`src/rtl/pc_sequencer.sv`:
```
// -----------------------------------------------------------------------------
// pc_sequencer
//
// Purpose:
//   Fetch program-counter sequencer with branch/jump redirect and a fetch
//   flush window. In RUN the PC advances by 4 per cycle unless stalled.
//   A taken conditional branch or an unconditional jump redirects the PC and
//   enters FLUSH. FLUSH lasts FLUSH_CYCLES cycles. Branch and jump requests
//   seen during FLUSH belong to squashed instructions and are ignored.
//
// Parameters:
//   DWIDTH       datapath / PC width in bits
//   RESET_PC     PC value loaded while nReset is low
//   FLUSH_CYCLES flush pulse length in cycles (1..7)
//
// Ports:
//   clk         in   rising-edge clock
//   nReset      in   asynchronous active-low reset
//   stall       in   hold PC (no sequential advance)
//   br_valid    in   conditional branch present in execute
//   brfunc[2:0] in   branch funct3 code
//   A, B        in   branch operands
//   br_target   in   branch target address
//   jmp_valid   in   unconditional jump present in execute (wins over branch)
//   jmp_target  in   jump target address
//   pc          out  current fetch address (registered)
//   flush       out  squash fetch/decode, high while in FLUSH (registered)
//   taken       out  one-cycle pulse: redirect accepted on the last edge
//   illegal_br  out  one-cycle pulse: br_valid with brfunc 010/011 in RUN
//   misalign    out  one-cycle pulse: redirect target had bits [1:0] != 0
//
// Optional feature (macro PC_SEQUENCER_PERF_EN):
//   br_count    out  saturating count of branches evaluated in RUN
//   taken_count out  saturating count of accepted conditional branches
// -----------------------------------------------------------------------------
module pc_sequencer #(
  parameter int                 DWIDTH       = 32,
  parameter logic [DWIDTH-1:0]  RESET_PC     = '0,
  parameter int                 FLUSH_CYCLES = 2
) (
  input  logic              clk,
  input  logic              nReset,
  input  logic              stall,
  input  logic              br_valid,
  input  logic [2:0]        brfunc,
  input  logic [DWIDTH-1:0] A,
  input  logic [DWIDTH-1:0] B,
  input  logic [DWIDTH-1:0] br_target,
  input  logic              jmp_valid,
  input  logic [DWIDTH-1:0] jmp_target,
  output logic [DWIDTH-1:0] pc,
  output logic              flush,
  output logic              taken,
  output logic              illegal_br,
  output logic              misalign
`ifdef PC_SEQUENCER_PERF_EN
  ,
  output logic [31:0]       br_count,
  output logic [31:0]       taken_count
`endif
);

  typedef enum logic {RUN, FLUSH} state_t;

  localparam logic [2:0]        FLUSH_LEN = 3'(FLUSH_CYCLES);
  localparam logic [DWIDTH-1:0] PC_STEP   = DWIDTH'(4);

  state_t            r_state, w_state_nxt;
  logic [2:0]        r_cnt, w_cnt_nxt;
  logic [DWIDTH-1:0] r_pc, w_pc_nxt;
  logic              r_flush, r_taken, r_illegal, r_misalign;
  logic              w_taken_nxt, w_illegal_nxt, w_misalign_nxt;

  logic              w_br_true;     // branch condition holds
  logic              w_br_illegal;  // reserved funct3 code
  logic              w_redirect;
  logic [DWIDTH-1:0] w_target;

  // Branch condition evaluation; reserved codes never take.
  // NOTE: every always_comb output gets a default first so no path leaves it
  // unassigned, which would otherwise infer a latch.
  always_comb begin
    w_br_true    = 1'b0;
    w_br_illegal = 1'b0;
    case (brfunc)
      3'b000:  w_br_true = (A == B);
      3'b001:  w_br_true = (A != B);
      3'b100:  w_br_true = ($signed(A) <  $signed(B));
      3'b101:  w_br_true = ($signed(A) >= $signed(B));
      3'b110:  w_br_true = (A <  B);
      3'b111:  w_br_true = (A >= B);
      default: w_br_illegal = 1'b1;
    endcase
  end

  // Jump wins when both are present in the same cycle.
  assign w_redirect = jmp_valid | (br_valid & w_br_true);
  assign w_target   = jmp_valid ? jmp_target : br_target;

  // Next-state / next-output logic.
  always_comb begin
    w_state_nxt    = r_state;
    w_cnt_nxt      = r_cnt;
    w_pc_nxt       = stall ? r_pc : r_pc + PC_STEP;  // wraps modulo 2^DWIDTH
    w_taken_nxt    = 1'b0;
    w_illegal_nxt  = 1'b0;
    w_misalign_nxt = 1'b0;
    case (r_state)
      RUN: begin
        w_illegal_nxt = br_valid & w_br_illegal;
        if (w_redirect) begin
          // Redirect overrides stall; target is word-aligned by force.
          w_pc_nxt       = {w_target[DWIDTH-1:2], 2'b00};
          w_state_nxt    = FLUSH;
          w_cnt_nxt      = FLUSH_LEN;
          w_taken_nxt    = 1'b1;
          w_misalign_nxt = |w_target[1:0];
        end
      end
      FLUSH: begin
        // Counter runs regardless of stall; requests here are squashed.
        if (r_cnt <= 3'd1) begin
          w_state_nxt = RUN;
          w_cnt_nxt   = 3'd0;
        end else begin
          w_cnt_nxt   = r_cnt - 3'd1;
        end
      end
      default: begin
        w_state_nxt = RUN;
        w_cnt_nxt   = 3'd0;
      end
    endcase
  end

  // State and output registers.
  // NOTE: sequential state uses non-blocking assignments so every flop
  // samples the pre-edge values regardless of statement order.
  always_ff @(posedge clk or negedge nReset) begin
    if (!nReset) begin
      r_state    <= RUN;
      r_cnt      <= 3'd0;
      r_pc       <= RESET_PC;
      r_flush    <= 1'b0;
      r_taken    <= 1'b0;
      r_illegal  <= 1'b0;
      r_misalign <= 1'b0;
    end else begin
      r_state    <= w_state_nxt;
      r_cnt      <= w_cnt_nxt;
      r_pc       <= w_pc_nxt;
      r_flush    <= (w_state_nxt == FLUSH);
      r_taken    <= w_taken_nxt;
      r_illegal  <= w_illegal_nxt;
      r_misalign <= w_misalign_nxt;
    end
  end

  assign pc         = r_pc;
  assign flush      = r_flush;
  assign taken      = r_taken;
  assign illegal_br = r_illegal;
  assign misalign   = r_misalign;

`ifdef PC_SEQUENCER_PERF_EN
  logic [31:0] r_br_count, r_taken_count;
  logic        w_br_eval, w_br_accept;

  // Only branches seen in RUN count; a branch losing to a jump is evaluated
  // but not accepted.
  assign w_br_eval   = (r_state == RUN) & br_valid;
  assign w_br_accept = w_br_eval & ~jmp_valid & w_br_true;

  always_ff @(posedge clk or negedge nReset) begin
    if (!nReset) begin
      r_br_count    <= '0;
      r_taken_count <= '0;
    end else begin
      if (w_br_eval && (r_br_count != '1))
        r_br_count <= r_br_count + 32'd1;
      if (w_br_accept && (r_taken_count != '1))
        r_taken_count <= r_taken_count + 32'd1;
    end
  end

  assign br_count    = r_br_count;
  assign taken_count = r_taken_count;
`endif

endmodule

```
`config.mk`:
```
export PLATFORM = sky130hd
export DESIGN_NAME = pc_sequencer
export DESIGN_NICKNAME = d
export VERILOG_FILES = /design/src/rtl/pc_sequencer.sv
export SDC_FILE = /design/constraint.sdc
export NUM_CORES = 1
export LEC_CHECK = 0
export CORE_ASPECT_RATIO = 0.8
export CORE_MARGIN = 4
export CORE_UTILIZATION = 50
export DETAILED_ROUTE_END_ITERATION = 7
export DONT_BUFFER_PORTS = 1
export HOLD_SLACK_MARGIN = 0.05
export PLACE_DENSITY = 0.71
export SYNTH_ARGS = -nofsm -noshare
export SYNTH_HDL_FRONTEND = slang
export SYNTH_SLANG_ARGS = --single-unit
```
`constraint.sdc`:
```
create_clock -name clk -period 3.9 [get_ports clk]
set_input_delay 0.39 -clock clk [delete_from_list [all_inputs] [get_ports clk]]
set_output_delay 0.39 -clock clk [all_outputs]
set_load 0.02 [all_outputs]
```
==> results.cfg, run 1 <==
[route]
vias = 2569
post-route-drc-count = 0
antenna_left = 0
initialDrtViolationCount = 86
dr.pass1.iters = 4
detail_route.vias_per_cell = 5.93
routed_wire_length_per_instance_um = 17.7
totalWireLength_um = 7670

[timing]
period_minus_slack_ps = 2590
headroom_to_the_max_slew_limit_pct = 59.1
fmax_mhz = 386
setup_tns_ps = 0
hold_violation_count_in_the_final_report = 0
timing.clock.skew_ps = 8.93
finalSetupViolations = 0
grt_setup_unrepaired = no
period_utilisation_layout_pct = 66.4
tightest_slew_ps = 608
report.final.slew_viol_count = 0

[placement]
dp_hpwl_um = 6290
gpl.final_weighted_congestion = 0.780
place_inst = 424
port-buffer-count = 0

[worst_setup_path]
cp_data_required_time_ps = 4110
worstPathMaxFanout = 20
timing_worst_setup_path_type = in -> reg
cpMaxStageDelayCell = sky130_fd_sc_hd__buf_4
cp_num_buf_inv = 2
max_stage_delay_ps = 380
critical_path.top_delay_family = compound AO/OA/AOI/OAI gates
critical_path_arrival_ps = 2800
crit_path_end_kind = register
timing.critical_path.from_type = input pin
cell_chain_of_the_critical_path = inv_1 > ha_1 > nand2b_1 > mux2_2 > a311o_1 > a31oi_1 > a311oi_1 > nor3_4 > buf_4 > mux2i_1

[floorplanning]
placeableCoreArea_um2 = 6380
start_util_pct = 51.4
dieWidth_um = 98.5
die-height_um = 80.4
fp.dieArea_um2 = 7920
pin_count = 172
placement_rows = 26

[synth]
synth_edf_count = 0
avgSynthCellArea_um2 = 9.39
seq_area_frac_synth_pct = 28.3
count_of_state_elements_after_synthesis = 37
yosys_warnings = 0
synthesis.instances = 349
post_synth_instance_area_um2 = 3280
synth_cell_type_count = 48
async_flop_share_pct = 100
synthFlopType = sky130_fd_sc_hd__dfrtp_1

[layout]
multi_input_area_um2 = 2110
finish.utilization_pct = 54.0
flow.area_growth_from_synthesis_pct = 5.16
layout_net_count = 520
number_of_standard_cells_in_the_layout_taps_in_and_fillers_out = 433
nFillCells = 603
area.sequential_um2 = 926
antenna_diode_count = 0
final_layout_size_suffix_gt1_share_pct = 4.30

[clock_network]
clock_tree_from_tritoncts = built
cts.htree.levels = 2
insertion_delay_ps = 290
tritoncts_num_sinks = 37
clock_tree.buffer_depth = 2
cts.repair_timing.setup_buffer_count = 0
clockRootBuffer = sky130_fd_sc_hd__clkbuf_8
path_clk_slew_ps = 80
cts_resized = 0
cts_inserted_buffers = 5

[global_routing]
number_of_global_route_vias_before_repair = 2519
grt_max_degree = 38
grt_first_pass_wirelength_um = 12000
grt_use_met1_pct = 23.8
grt_antenna_before_repair = 0
use_met2_pct = 31.1
grt_util_met3_pct = 5.99
grt_util_all_layers_pct = 18.7
gr-max-usage-layer = met2
grt-ovfl-total = 0

[run]
max-cap-violations = 0

[power_and_ir_drop]
max-vdd-ir-drop_mv = 0.256
p_leak_nw = 1.63
power_density_nw_per_um2 = 563

[min_path]
hold_class = in -> reg

[status]
status = completed
synthesized netlist by cell type, types with 3 or more instances:
library cell | count | area (µm²)
sky130_fd_sc_hd__o211ai_1 | 3 | 22.5
sky130_fd_sc_hd__xnor2_1 | 7 | 61.3
sky130_fd_sc_hd__nor2_1 | 9 | 33.8
sky130_fd_sc_hd__xor2_1 | 22 | 193
sky130_fd_sc_hd__o21ai_0 | 4 | 20.0
sky130_fd_sc_hd__nand2_1 | 14 | 52.6
sky130_fd_sc_hd__and4_1 | 5 | 43.8
sky130_fd_sc_hd__dfrtp_1 | 37 | 926
sky130_fd_sc_hd__nor2b_1 | 5 | 31.3
sky130_fd_sc_hd__inv_1 | 44 | 165
sky130_fd_sc_hd__a21o_1 | 5 | 37.5
sky130_fd_sc_hd__buf_6 | 3 | 33.8
sky130_fd_sc_hd__clkbuf_1 | 7 | 26.3
sky130_fd_sc_hd__a21oi_1 | 12 | 60.1
sky130_fd_sc_hd__nand3_1 | 17 | 85.1
sky130_fd_sc_hd__ha_1 | 35 | 438
sky130_fd_sc_hd__mux2i_1 | 60 | 601
sky130_fd_sc_hd__nand4_1 | 16 | 100
sky130_fd_sc_hd__and2_1 | 4 | 25.0
report_power, final:
| group | internal (W) | switching, W | total (W) |
|---|---|---|---|
| sequential | 0.000568 | 0.000487 | 0.00105 |
| clock | 0.000140 | 0.000138 | 0.000278 |
| combinational | 0.000316 | 0.000292 | 0.000608 |
cells by family after synthesis:
group,synth area share (%)
and+or+nand+nor,14.7
buffers and inverters,7.33
AOI/OAI and AO/OA,9.47
muxes,19.0
xor gates and xnor gates,7.75
other,0.114
adders and majority gates,13.4
DFF,28.3
routing by layer:
| metal | up-vias | share of wire [%] |
|---|---|---|
| li1 | 1251 | - |
| met1 | 1196 | 42 |
| met2 | 110 | 48 |
| met3 | 12 | 8.0 |
| met4 | 0 | 1.4 |
| met5 | - | 0 |
worst reg2reg max path, cell delays in order, from the launching register on:
cell                      delay, ps
sky130_fd_sc_hd__dfrtp_1        530
sky130_fd_sc_hd__and4b_1        280
sky130_fd_sc_hd__and4_1         320
sky130_fd_sc_hd__and2_1         330
sky130_fd_sc_hd__nor2b_1        240
sky130_fd_sc_hd__nand3_1        140
sky130_fd_sc_hd__xor2_1         160
sky130_fd_sc_hd__mux2i_1         80
cell type report:
class | instances | area share (%)
Clock buffer | 6 | 2.40
Clock inverter | 1 | 0.218
Sequential cell | 37 | 26.9
Timing Repair Buffer | 4 | 1.31
Inverter | 44 | 4.79
Tap cell | 84 | 3.05
Multi-Input combinational cell | 257 | 61.4
metrics by stage:
stage	hold slack (ps)	setup WS, ps	total power (W)	cell area, µm²
after CTS	172	1260	0.00196	3440
after global routing	160	1100	0.00209	3440
after detailed placement	95.3	961	0.00166	3320
after global placement	95.4	1060	0.00163	3320
final	185	1310	0.00194	3440
after floorplan	94.4	1340	0.00151	3280
flip-flops by register name, indices dropped and copies added (netlist names):
signal	flops
r_cnt	3
illegal_br	1
flush	1
misalign	1
taken	1
pc	30
placed cells by master, fill, tap and decap left out, drive strengths merged, types with 4 or more instances in the layout:
cell    count
and2        4
mux2i      60
nand3      17
and4        5
ha         35
nor2b       5
o21ai       6
a21oi      12
xnor2       7
nor2       10
nand4      16
clkbuf      6
a21o        5
xor2       22
dfrtp      37
inv        44
nand2      14
path summary, 6_finish.rpt:
kind | start | slack, ps | cells past startpoint | to
max | B[31] | 1310 | 10 | pc[18]
min | brfunc[2] | 190 | 1 | illegal_br
max reg2reg | pc[5] | 1700 | 7 | pc[31]
min reg2reg | r_cnt[1] | 490 | 1 | r_cnt[1]
max in group asynchronous | nReset | 3140 | 2 | pc[4]
min in group asynchronous | nReset | 560 | 2 | pc[18]
timing repair:
action	4_1_cts	5_1_grt
setup endpoints to repair	0	0
hold buffers	2	0
hold endpoints to repair	37	0
Note: power is estimated with default switching activity, not from simulation.
==> run 2, diff against run 1 <==
clock period = 2.6 ns   (was 3.9 ns; I/O delays follow)
==> run 2 against run 1 <==
  * Clock skew increased by 3.4 ps
  * Critical path depth unchanged
  * Cell count increased by 1.8%
  * Sequential power increased by 48%
  * Non-clock buffer count increased by 7
  * Utilization increased by 1.7 points
  * Die area unchanged
  * Count of clock-buffer cells in the layout unchanged
  * First-iteration DRC count increased by 41%
  * Largest power group unchanged
==> results.cfg, run 2 (synthesis gave the netlist of run 1 again) <==
[status]
status = completed

[clock_network]
cts_inserted_buffers = 5
clock_tree_from_tritoncts = built
clock_tree.buffer_depth = 2
path_clk_slew_ps = 80
cts.repair_timing.setup_buffer_count = 0
tritoncts_num_sinks = 37
clockRootBuffer = sky130_fd_sc_hd__clkbuf_8
holdBufCountCts = 3
cts.htree.levels = 2
insertion_delay_ps = 290
cts_resized = 0

[route]
detail_route.vias_per_cell = 5.80
post-route-drc-count = 0
dr.pass1.iters = 5
initialDrtViolationCount = 121
routed_wire_length_per_instance_um = 17.3
totalWireLength_um = 7630
vias = 2559
antenna_left = 0

[layout]
antenna_diode_count = 0
finish.utilization_pct = 55.7
multi_input_area_um2 = 2110
final_cell_mix = sky130_fd_sc_hd__mux2i_1 (60), sky130_fd_sc_hd__inv_1 (44), sky130_fd_sc_hd__dfrtp_1 (37)
layout_net_count = 527
area.sequential_um2 = 926
flow.area_growth_from_synthesis_pct = 8.52
largest_register_ffs = 30
number_of_standard_cells_in_the_layout_taps_in_and_fillers_out = 441
final_layout_size_suffix_gt1_share_pct = 6.16
layout.cells.most_common = sky130_fd_sc_hd__mux2i_1
nFillCells = 585

[floorplanning]
start_util_pct = 51.4
die-height_um = 80.4
placeableCoreArea_um2 = 6380
fp.dieArea_um2 = 7920
placement_rows = 26
pin_count = 172
dieWidth_um = 98.5

[timing]
timing.clock.skew_ps = 12.3
period_minus_slack_ps = 2370
grt_setup_unrepaired = no
fmax_mhz = 421
report.final.slew_viol_count = 0
period_utilisation_layout_pct = 91.3
holdWs_ps = 128
hold_violation_count_in_the_final_report = 0
headroom_to_the_max_slew_limit_pct = 66.2
finalSetupViolations = 0
tightest_slew_ps = 504

[placement]
port-buffer-count = 0
gpl.final_weighted_congestion = 0.801
dp_hpwl_um = 6320
place_inst = 430

[worst_setup_path]
timing_worst_setup_path_type = in -> reg
critical_path_arrival_ps = 2570
crit_path_end_kind = register
cp_data_required_time_ps = 2790
worstPathMaxFanout = 15
timing.critical_path.from_type = input pin

[power_and_ir_drop]
switching_share_pct = 45.0
p_leak_nw = 1.69
total_power_w = 0.00308
max-vdd-ir-drop_mv = 0.516
combinationalPowerShare_pct = 32.8
share_seq_of_total_power_pct = 50.2
cellInternalPower_w = 0.00170
power_switching_w = 0.00139
power_density_nw_per_um2 = 867
pwr-share-clk_pct = 17.0

[global_routing]
grt_max_degree = 38
grt_first_pass_wirelength_um = 12000
grt_antenna_before_repair = 0
grt_util_all_layers_pct = 18.6
grt-ovfl-total = 0
number_of_global_route_vias_before_repair = 2536

[min_path]
hold_class = in -> reg

[run]
max-cap-violations = 0
## run 2: changes by cell type in the layout (fill, tap and decap cells not counted)
cell and change:
sky130_fd_sc_hd__buf_4 +4, sky130_fd_sc_hd__buf_12 +2, sky130_fd_sc_hd__bufinv_16 +1, sky130_fd_sc_hd__dlygate4sd3_1 +1
## run 2: layout make-up
class | count | area share (%)
Inverter | 44 | 4.65
Sequential cell | 37 | 26.0
Tap cell | 84 | 2.96
Clock inverter | 2 | 1.06
Clock buffer | 6 | 2.32
Multi-Input combinational cell | 257 | 59.5
Timing Repair Buffer | 11 | 3.52
## run 2: worst max-delay path, stage by stage
cell                       delay, ps
sky130_fd_sc_hd__inv_1            30
sky130_fd_sc_hd__ha_1            300
sky130_fd_sc_hd__and4_1          230
sky130_fd_sc_hd__and4bb_2        260
sky130_fd_sc_hd__a311o_1         320
sky130_fd_sc_hd__a31oi_1         230
sky130_fd_sc_hd__a311oi_1        120
sky130_fd_sc_hd__nor3_4          360
sky130_fd_sc_hd__buf_12          220
sky130_fd_sc_hd__mux2i_1         220
## run 2: power by group through the flow
stage	Sequential (W)	Combinational [W]	Clock, W
3_3_place_gp	0.00155	0.000960	0
3_5_place_dp	0.00157	0.000997	0
6_report	0.00155	0.00101	0.000524
4_1_cts	0.00155	0.00102	0.000537
2_1_floorplan	0.00147	0.000796	0
5_1_grt	0.00159	0.00114	0.000562
## run 2: metal layers
| layer | part of all wire, % | vias up | GRT usage [%] |
|---|---|---|---|
| li1 | - | 1252 | - |
| met1 | 43 | 1190 | 23.3 |
| met2 | 49 | 109 | 31.7 |
| met3 | 7.6 | 8 | 5.73 |
| met4 | 0.67 | 0 | 3.68 |
| met5 | 0 | - | 0 |
## run 2: final timing paths
| check | startpoint | cells after the start | slack, ps | to |
|---|---|---|---|---|
| setup / recovery | B[14] | 10 | 230 | pc[8] |
| hold / removal | br_target[1] | 1 | 130 | misalign |
| setup reg to reg | pc[8] | 7 | 420 | pc[31] |
| hold reg to reg | r_cnt[1] | 1 | 500 | r_cnt[1] |
| max in group asynchronous | nReset | 2 | 1980 | pc[11] |
| min in group asynchronous | nReset | 2 | 420 | pc[22] |
## run 2: through the flow
stage | worst slack (ps) | TNS [ps] | instance area, µm²
2_1_floorplan | 173 | 0 | 3280
3_3_place_gp | 72.8 | 0 | 3390
3_5_place_dp | -49.2 | -638 | 3390
4_1_cts | 251 | 0 | 3550
5_1_grt | 108 | 0 | 3550
6_report | 227 | 0 | 3550
